File: src/rtl/weight_pkg.sv
// rtl/weight_pkg.sv - shared constants, state encodings and config decode for the weight read path
package weight_pkg;

  localparam int NUM_BANKS = 8;

  localparam logic [10:0] WORDS_L1_M1  = 11'd63;
  localparam logic [10:0] WORDS_DEF_M1 = 11'd2047;
  localparam logic [11:0] PONG_BASE    = 12'd2048;

  localparam logic [3:0] ST_IDLE   = 4'b0001;
  localparam logic [3:0] ST_CONFIG = 4'b0010;
  localparam logic [3:0] ST_READ   = 4'b0100;
  localparam logic [3:0] ST_DRAIN  = 4'b1000;

  typedef struct packed {
    logic [10:0] words_m1;
    logic [11:0] base;
    logic [7:0]  passes;
  } rd_cfg_t;

  // A repeat count of zero still replays the set once.
  function automatic rd_cfg_t decode_cfg(input logic [2:0] layer,
                                         input logic       half,
                                         input logic [7:0] repeat_num);
    rd_cfg_t cfg;
    cfg.words_m1 = (layer == 3'd1) ? WORDS_L1_M1 : WORDS_DEF_M1;
    cfg.base     = half ? PONG_BASE : 12'd0;
    cfg.passes   = (repeat_num == 8'd0) ? 8'd1 : repeat_num;
    return cfg;
  endfunction

endpackage

File: src/rtl/weight_read_ctrl_if.sv
// rtl/weight_read_ctrl_if.sv - weight beat stream from the read controller to the PE array
interface weight_read_ctrl_if #(
  parameter int DATA_WIDTH = 64
) ();
  import weight_pkg::*;

  logic                            tvalid;
  logic                            tready;
  logic [NUM_BANKS*DATA_WIDTH-1:0] tdata;
  logic                            tlast;

  modport master (output tvalid, output tdata, output tlast, input tready);
  modport slave  (input tvalid, input tdata, input tlast, output tready);

endinterface

File: src/rtl/weight_rd_fifo.sv
// rtl/weight_rd_fifo.sv - small synchronous FIFO buffering BRAM read data ahead of the stream output
module weight_rd_fifo #(
  parameter int WIDTH = 513,
  parameter int DEPTH = 4
) (
  input  logic                         clk,
  input  logic                         rst,
  input  logic                         push_i,
  input  logic [WIDTH-1:0]             wdata_i,
  input  logic                         pop_i,
  output logic [WIDTH-1:0]             rdata_o,
  output logic [$clog2(DEPTH+1)-1:0]   count_o,
  output logic                         empty_o,
  output logic                         full_o
);
  localparam int PW = (DEPTH > 1) ? $clog2(DEPTH) : 1;
  localparam int CW = $clog2(DEPTH+1);
  localparam logic [PW-1:0] LAST_IDX = PW'(DEPTH-1);
  localparam logic [CW-1:0] DEPTH_C  = CW'(DEPTH);

  logic [WIDTH-1:0] mem_q [DEPTH];
  logic [PW-1:0]    wr_ptr_q, rd_ptr_q;
  logic [CW-1:0]    count_q;
  logic             do_push, do_pop;

  assign empty_o = (count_q == '0);
  assign full_o  = (count_q == DEPTH_C);
  assign count_o = count_q;
  assign do_push = push_i && !full_o;
  assign do_pop  = pop_i && !empty_o;
  // Head reads as zero when empty so the stream data is clean out of reset.
  assign rdata_o = empty_o ? '0 : mem_q[rd_ptr_q];

  always_ff @(posedge clk) begin
    if (rst) begin
      wr_ptr_q <= '0;
      rd_ptr_q <= '0;
      count_q  <= '0;
    end else begin
      if (do_push) wr_ptr_q <= (wr_ptr_q == LAST_IDX) ? '0 : wr_ptr_q + PW'(1);
      if (do_pop)  rd_ptr_q <= (rd_ptr_q == LAST_IDX) ? '0 : rd_ptr_q + PW'(1);
      count_q <= count_q + CW'(do_push) - CW'(do_pop);
    end
  end

  always_ff @(posedge clk) begin
    if (do_push) mem_q[wr_ptr_q] <= wdata_i;
  end

endmodule

File: src/rtl/weight_read_ctrl.sv
// rtl/weight_read_ctrl.sv - replays one weight set from the 8 BRAM banks onto the PE-array stream
module weight_read_ctrl
  import weight_pkg::*;
#(
  parameter int DATA_WIDTH = 64,
  parameter int RD_LAT     = 1,
  parameter int FIFO_DEPTH = 4
) (
  input  logic                            clk,
  input  logic                            rst,
  input  logic                            start_i,
  input  logic [2:0]                      layer_i,
  input  logic                            half_i,
  input  logic [7:0]                      repeat_num_i,
  output logic                            busy_o,
  output logic                            done_o,
  output logic                            half_release_o,
  output logic                            bram_en_o,
  output logic [11:0]                     bram_addr_o,
  input  logic [NUM_BANKS*DATA_WIDTH-1:0] bram_rdata_i,
  weight_read_ctrl_if.master              m_axis
);
  localparam int DW = NUM_BANKS*DATA_WIDTH;
  localparam int CW = $clog2(FIFO_DEPTH+1);
  localparam logic [CW:0] DEPTH_C = (CW+1)'(FIFO_DEPTH);

  logic [3:0]        state_q, state_d;
  rd_cfg_t           cfg_q, cfg_d;
  logic [10:0]       addr_cnt_q, addr_cnt_d;
  logic [7:0]        pass_cnt_q, pass_cnt_d;
  logic [RD_LAT-1:0] vld_q, last_q;
  logic              done_q;

  logic [CW-1:0]     fifo_count;
  logic              fifo_empty, fifo_full;
  logic [DW:0]       fifo_rdata;
  logic [CW:0]       inflight, credit_used;
  logic              issue, last_issue, final_issue, pop, final_accept;

  always_comb begin
    inflight = '0;
    for (int i = 0; i < RD_LAT; i++) inflight = inflight + {{CW{1'b0}}, vld_q[i]};
  end

  // Credit covers both buffered beats and reads still inside the BRAM pipeline.
  assign credit_used  = {1'b0, fifo_count} + inflight;
  assign issue        = (state_q == ST_READ) && !fifo_full && (credit_used < DEPTH_C);
  assign last_issue   = (addr_cnt_q == cfg_q.words_m1);
  assign final_issue  = issue && last_issue && (pass_cnt_q == cfg_q.passes - 8'd1);
  assign pop          = m_axis.tvalid && m_axis.tready;
  assign final_accept = (state_q == ST_DRAIN) && pop && m_axis.tlast &&
                        (fifo_count == CW'(1)) && (inflight == '0);

  always_comb begin
    state_d    = state_q;
    cfg_d      = cfg_q;
    addr_cnt_d = addr_cnt_q;
    pass_cnt_d = pass_cnt_q;
    case (state_q)
      ST_IDLE:   if (start_i) state_d = ST_CONFIG;
      ST_CONFIG: begin
        cfg_d      = decode_cfg(layer_i, half_i, repeat_num_i);
        addr_cnt_d = '0;
        pass_cnt_d = '0;
        state_d    = ST_READ;
      end
      ST_READ:   if (final_issue) state_d = ST_DRAIN;
      ST_DRAIN:  if (final_accept) state_d = ST_IDLE;
      default:   state_d = ST_IDLE;
    endcase
    if (issue) begin
      if (last_issue) begin
        addr_cnt_d = '0;
        pass_cnt_d = pass_cnt_q + 8'd1;
      end else begin
        addr_cnt_d = addr_cnt_q + 11'd1;
      end
    end
  end

  always_ff @(posedge clk) begin
    if (rst) begin
      state_q    <= ST_IDLE;
      cfg_q      <= '0;
      addr_cnt_q <= '0;
      pass_cnt_q <= '0;
      vld_q      <= '0;
      last_q     <= '0;
      done_q     <= 1'b0;
    end else begin
      state_q    <= state_d;
      cfg_q      <= cfg_d;
      addr_cnt_q <= addr_cnt_d;
      pass_cnt_q <= pass_cnt_d;
      vld_q[0]   <= issue;
      last_q[0]  <= last_issue;
      for (int i = 1; i < RD_LAT; i++) begin
        vld_q[i]  <= vld_q[i-1];
        last_q[i] <= last_q[i-1];
      end
      done_q     <= final_accept;
    end
  end

  weight_rd_fifo #(
    .WIDTH (DW+1),
    .DEPTH (FIFO_DEPTH)
  ) u_fifo (
    .clk     (clk),
    .rst     (rst),
    .push_i  (vld_q[RD_LAT-1]),
    .wdata_i ({last_q[RD_LAT-1], bram_rdata_i}),
    .pop_i   (pop),
    .rdata_o (fifo_rdata),
    .count_o (fifo_count),
    .empty_o (fifo_empty),
    .full_o  (fifo_full)
  );

  assign m_axis.tvalid  = !fifo_empty;
  assign m_axis.tdata   = fifo_rdata[DW-1:0];
  assign m_axis.tlast   = fifo_rdata[DW];

  assign busy_o         = (state_q != ST_IDLE);
  assign done_o         = done_q;
  assign half_release_o = done_q;
  assign bram_en_o      = issue;
  assign bram_addr_o    = issue ? (cfg_q.base + {1'b0, addr_cnt_q}) : 12'd0;

endmodule

File: src/flat_wrapper.sv
// flat-port wrapper written by rule: the top's interface ports become plain ports
module weight_read_ctrl_flat import weight_pkg::*;
#(
  parameter int DATA_WIDTH = 64,
  parameter int RD_LAT     = 1,
  parameter int FIFO_DEPTH = 4
)
  (clk, rst, start_i, layer_i, half_i, repeat_num_i, busy_o, done_o, half_release_o, bram_en_o, bram_addr_o, bram_rdata_i, m_axis_tvalid, m_axis_tdata, m_axis_tlast, m_axis_tready);
  weight_read_ctrl_if #(.DATA_WIDTH(DATA_WIDTH)) m_axis_i ();
  input  logic clk;
  input  logic rst;
  input  logic start_i;
  input  logic [2:0] layer_i;
  input  logic half_i;
  input  logic [7:0] repeat_num_i;
  output logic busy_o;
  output logic done_o;
  output logic half_release_o;
  output logic bram_en_o;
  output logic [11:0] bram_addr_o;
  input  logic [NUM_BANKS*DATA_WIDTH-1:0] bram_rdata_i;
  output wire logic [$bits(m_axis_i.tvalid)-1:0] m_axis_tvalid;
  output wire logic [$bits(m_axis_i.tdata)-1:0] m_axis_tdata;
  output wire logic [$bits(m_axis_i.tlast)-1:0] m_axis_tlast;
  input wire logic [$bits(m_axis_i.tready)-1:0] m_axis_tready;
  assign m_axis_tvalid = m_axis_i.tvalid;
  assign m_axis_tdata = m_axis_i.tdata;
  assign m_axis_tlast = m_axis_i.tlast;
  assign m_axis_i.tready = m_axis_tready;
  weight_read_ctrl #(.DATA_WIDTH(DATA_WIDTH), .RD_LAT(RD_LAT), .FIFO_DEPTH(FIFO_DEPTH)) u_core (.clk(clk), .rst(rst), .start_i(start_i), .layer_i(layer_i), .half_i(half_i), .repeat_num_i(repeat_num_i), .busy_o(busy_o), .done_o(done_o), .half_release_o(half_release_o), .bram_en_o(bram_en_o), .bram_addr_o(bram_addr_o), .bram_rdata_i(bram_rdata_i), .m_axis(m_axis_i));
endmodule
File: config.mk
export PLATFORM = sky130hd
export DESIGN_NAME = weight_read_ctrl_flat
export DESIGN_NICKNAME = d
export VERILOG_FILES = /design/src/rtl/weight_pkg.sv /design/src/rtl/weight_read_ctrl_if.sv /design/src/rtl/weight_rd_fifo.sv /design/src/rtl/weight_read_ctrl.sv /design/src/flat_wrapper.sv
export SDC_FILE = /design/constraint.sdc
export NUM_CORES = 2
export LEC_CHECK = 0
export BUFFER_PORTS_ARGS = -buffer_cell sky130_fd_sc_hd__buf_2
export CAP_MARGIN = 20
export CORE_ASPECT_RATIO = 0.5
export CORE_MARGIN = 2
export CORE_UTILIZATION = 40
export DETAILED_ROUTE_END_ITERATION = 12
export GPL_TIMING_DRIVEN = 1
export PLACE_DENSITY = 0.64
export SYNTH_ARGS = -nofsm -noshare
export SYNTH_HDL_FRONTEND = slang
export SYNTH_SLANG_ARGS = --single-unit
File: constraint.sdc
create_clock -name clk -period 39.1 [get_ports clk]
set_clock_uncertainty 0.2 [all_clocks]
set_input_delay 1.955 -clock clk [delete_from_list [all_inputs] [get_ports clk]]
set_output_delay 1.955 -clock clk [all_outputs]
set_load 0.02 [all_outputs]
# --- After elaboration in Yosys (flattened, before gate mapping) ---
# Memory sizes are Yosys's and may differ from the RTL's. A register that Yosys moved wholly into a read port is not among the register bits.
# Cells that the tools add are included.
totals:
  ram_bits: 2052
  reg_bits: 64
  mem_count: 1
mem_list:
  columns: ["memory", "depth", "width", "read_ports", "rd_ports_with_merged_regs", "write_ports", "line_no", "source"]
  rows:
  - ["u_core.u_fifo.mem_q", 4, 513, 1, 1, 1, "weight_rd_fifo.sv:21", "logic [WIDTH-1:0] mem_q [DEPTH];"]
classes:
  n_lt_le_gt_ge: 1
  addsub: 9
  eq_ne: 15
  n_mux: 21
  reduce_logical: 18
ops:
  columns: ["op", "count"]
  rows:
  - ["2-to-1 mux 513 bit", 1]
  - ["2-to-1 mux 11 bit", 4]
  - ["2-to-1 mux 8 bit", 4]
  - ["2-to-1 mux 12 bit", 2]
  - ["one-hot mux 4 bit (4 select lines)", 1]
  - ["adder 12 x 11 -> 12 bit", 1]
  - ["2-to-1 mux 4 bit", 3]
  - ["adder 11 x 1 -> 11 bit (second input constant)", 1]
  - ["== test 11 bit", 1]
  - ["logical AND 1 bit", 11]
  - ["adder 8 x 1 -> 8 bit (second input constant)", 1]
  - ["== test 8 bit", 1]
  - ["logical NOT 8 bit", 1]
  - ["2-to-1 mux 2 bit", 4]
  - ["subtractor 8 x 1 -> 8 bit (second input constant)", 1]
  - ["== test 3 x 1 -> 1 bit (second input constant)", 2]
  - ["adder 2 x 1 -> 2 bit (second input constant)", 2]
  - ["adder 3 x 1 -> 4 bit", 1]
  - ["== test 2 bit (second input constant)", 2]
  - ["== test 4 x 1 -> 1 bit (second input constant)", 1]
  - ["== test 4 x 2 -> 1 bit (second input constant)", 1]
  - ["== test 4 x 3 -> 1 bit (second input constant)", 1]
  - ["== test 4 bit (second input constant)", 1]
  - ["logical NOT 4 bit", 1]
  - ["12 further kinds", 15]

# --- Logic depth before layout (Yosys ltp) ---
depth:
  word_depth: 9
  depth_mapped: 11
  ltp_nobuf: 10

# --- By module ---
# A second synthesis with hierarchy kept.
unflattened:
  hier_cells: 3563
  hier_area_um2: 80093.1
modules_own_cells:
  columns: ["mod", "cells_per_inst", "area_per_inst_um2", "seq_area_each_um2", "instances"]
  rows:
  - ["weight_rd_fifo", 3299, 77974.8, 61799.3, 1]
  - ["weight_read_ctrl", 264, 2118.3, 740.7, 1]

# --- Least setup slack after synthesis ---
# OpenSTA, ideal clock, no wires.
synth_timing:
  kind: "reg2reg"
  startpoint: "register u_core.u_fifo.count_q[1] (netlist: u_core.u_fifo.count_o[1])"
  endpoint: "memory u_core.u_fifo.mem_q[3][0], enable pin"
  setup_ps: 945
  path_stages_with_launch: 4
  required_time_ps: 37955
  period_less_slack_ps: 13584
  n_path_buf: 0
  arrival_ps: 12439
  setup_slack_ps: 25516
  cell_sequence: "dfxtp_1 nor2_1 a21boi_0 and2_1"
synth_via:
  elab_chain_cells: 5
synth_lines:
  columns: ["element", "line_no", "source"]
  rows:
  - ["start, declared", "weight_rd_fifo.sv:23", "logic [CW-1:0] count_q;"]
  - ["start signal, assigned", "weight_rd_fifo.sv:42", "count_q <= count_q + CW'(do_push) - CW'(do_pop);"]
  - ["== test 3 bit", "weight_rd_fifo.sv:27", "assign full_o = (count_q == DEPTH_C);"]
  - ["logical NOT 1 bit", "weight_rd_fifo.sv:29", "assign do_push = push_i && !full_o;"]
  - ["logical AND 1 bit", "weight_rd_fifo.sv:29", null]
  - ["2-to-1 mux 1 bit", "weight_rd_fifo.sv:47", "if (do_push) mem_q[wr_ptr_q] <= wdata_i;"]
  - ["2-to-1 mux 1 bit (implied by the code)", "weight_rd_fifo.sv:47", null]
  - ["end, declared", "weight_rd_fifo.sv:21", null]
# Every way passes these cells.

==> results.yml <==
layout:
  layout_common_cells: "2,052 x edfxtp_1, 1,057 x buf_2, 524 x and2_1"
  seq_area_sq_mm: 0.0625
  area_growth_pct: 18.1
  utilization: 0.477
  instances_no_fill: 7501
  final_common_cell: "edfxtp_1"
  drive_gt1_frac: 0.391
  num-fill-cells: 16200
  nets: 5211
  multi_input_area_sq_mm: 0.0163
cts:
  cts_num_sinks: 2098
  clkTransAtPathRegs_ns: 0.07
  cts_tree: "built"
  cts_resized: 0
  numCtsBuffers: 190
  insertion_delay_ns: 0.79
  ctsHoldBuffers: 0
  clock_path_buffers: 4
  cts_root_buf: "clkbuf_16"
  postCtsSetupRepairBufs: 0
  cts_max_level: 4
worst_setup_path:
  rrSetupSlack_ns: 33.29
  r2r-end: "u_core.u_fifo.mem_q[3][78]"
  crit_path_end_kind: "primary output"
  start_kind: "flop"
  critPathMaxFanout: 63
  criticalPathCategory: "flop to primary output"
  critPathRequiredTime_ns: 36.94
  reg2reg_depth: 7
  critPathArrivalTime_ns: 5.43
  r2r-start: "u_core.u_fifo.count_o[1]"
synthesis:
  syn_nets: 4107
  ys_seq_area_frac: 0.785
  ys.flop_type: "edfxtp_1"
  netlist_area_sq_mm: 0.0797
  avgSynthCellArea_sq_um: 22.3
  synth_cell_type_count: 53
  postSynthCellCount: 3567
  yosys-top-cells-area: "edfxtp_1 77%, mux4_2 15%, and2_1 4.1%, dfxtp_1 1.2%, clkbuf_1 0.47%"
  yosys_register_bits: 2098
  ys_warn_count: 0
  async_reset_ff_frac: 0
  synth_edf_count: 2052
  yosysTopAreaCell: "edfxtp_1"
  yosys.area.top_type_share: 0.773
hold_path:
  hold_class: "flop to flop"
  holdPathStages: 2
  worstHoldStart: "u_core.cfg_q[19]"
  hold_end: "u_core.cfg_q[19]"
sta:
  final-setup-viol-count: 0
  fin_crit_sh: 0.194
  setup_tns_ns: 0
  min_period_ns: 7.58
  drv_slew: 0
  rsz0062_at_grt: "no"
  hold_violations: 0
  timing.fmax_ghz: 0.132
  tightest_slew_ns: 1.25
  slew_headroom: 0.166
routing:
  m1WireLength_um: 77300
  wl_met3_um: 9980
  vias: 40000
  drt_wl_total_um: 212000
  dr.pass1.iters: 5
  drt-initial-drc-count: 3517
  drt-wirelength-per-cell_um: 28.3
  drc: 0
  vias_per_cell: 5.33
  wl_met2_um: 113000
  drtAntennaViolNets: 0
  highest_layer: "met5"
floorplan:
  io_pins: 1058
  core_area_sq_mm: 0.197
  die_x_um: 635
  initial_core_util: 0.404
  die_area_sq_mm: 0.203
  rows: 115
  die_h_um: 320
global_route:
  first_global_vias: 41100
  grt_first_pass_wirelength_um: 301000
  overflow: 0
  antenna_found_initial: 150
  grt_max_degree: 145
  grt_util_all_layers: 0.204
pwr:
  power_density_mw_per_mm2: 63.3
  ir_drop_mv: 0.0547
  p_leak_nw: 31.2
  p_total_mw: 5.96
status:
  outcome: "finished clean"
place:
  dp_cells: 7111
  gp_congestion: 0.826
  portBuffers: 1057
  dpl.hpwl_um: 137000
job:
  maxCapViolCount: 0
[synthesized netlist by cell type (all sizes together), types with 2 or more instances]
master / number
a21boi: 2
a21oi: 19
a311oi: 10
a31oi: 11
and2: 528
buf: 93
clkbuf: 99
dfxtp: 46
edfxtp: 2052
ha: 11
inv: 13
mux4: 513
nand2: 36
nand2b: 3
nand3: 14
nand4: 6
nor2: 21
nor2b: 3
nor3: 9
nor3b: 2
nor4: 5
nor4b: 2
o211ai: 8
o21ai: 4
o22a: 2
o22ai: 2
o31a: 4
or2: 2
or3: 12
or4: 10
xnor2: 6
xor2: 4
[cell type report]
type | count | area share
flip-flops and latches | 2098 | 0.665
multi-input cells | 1264 | 0.173
clock inverters | 97 | 0.0102
well taps | 2632 | 0.0350
diodes | 59 | 0.00157
repair buffers | 1104 | 0.0617
clock buffers | 234 | 0.0528
inverters | 13 | 0.000519
[flip-flops by register name, indices dropped and copies added, names as in the netlist, named ones only]
signal / cells
u_core.vld_q: 1
u_core.last_q: 1
u_core.u_fifo.rd_ptr_q: 2
u_core.pass_cnt_q: 8
u_core.u_fifo.count_o: 3
u_core.cfg_q: 11
u_core.u_fifo.mem_q: 2052
u_core.addr_cnt_q: 11
u_core.state_q: 4
u_core.u_fifo.wr_ptr_q: 2
u_core.done_o: 1
[through the flow]
| stage | hold slack, ns | instance area (sq um) | setup slack, ns |
|---|---|---|---|
| 2_1_floorplan | 0.232 | 79700 | 25.52 |
| 3_3_place_gp | 0.238 | 88000 | 32.18 |
| 3_5_place_dp | 0.251 | 88000 | 32.19 |
| 4_1_cts | 0.260 | 93900 | 31.29 |
| 5_1_grt | 0.284 | 94000 | 31.09 |
| 6_report | 0.259 | 94100 | 31.52 |
[power breakdown]
group / internal, mW / leakage [nW] / switching [mW]
Sequential: 2.47 / 18.8 / 0.0158
Clock: 1.02 / 2.88 / 0.807
Combinational: 0.590 / 9.50 / 1.05
[routing by layer]
metal  GRT usage  vias up
met5           0        -
met4       0.111       28
met3      0.0358      546
met2       0.361     1328
met1       0.238    21200
li1            -    16900
[worst max-delay path by stage]
stage / start / end / slack (ns)
6_report: flop / m_axis_tdata[79] / 31.52
5_1_grt: flop / m_axis_tdata[63] / 31.09
4_1_cts: flop / m_axis_tdata[63] / 31.29
3_5_place_dp: flop / m_axis_tdata[63] / 32.19
3_3_place_gp: u_core.u_fifo.count_o[1] / m_axis_tdata[351] / 32.18
2_1_floorplan: u_core.u_fifo.count_o[1] / u_core.u_fifo.mem_q[3][0] / 25.52
[critical path: stages (launching register included)]
cell,delay (ns)
dfxtp_4,1.07
buf_4,0.81
buf_4,0.90
buf_4,0.82
mux4_2,0.42
and2_1,0.22
buf_2,0.18
[cells by family after synthesis]
kind of cell	after synthesis	share of synthesized area
flops	2098	0.785
xor+xnor	10	0.00110
simple gates	656	0.0500
fa+ha+maj	12	0.00198
buf+inv	205	0.0104
compound gates	72	0.00631
mux	514	0.145
Note: power is estimated with default switching activity, not from simulation.
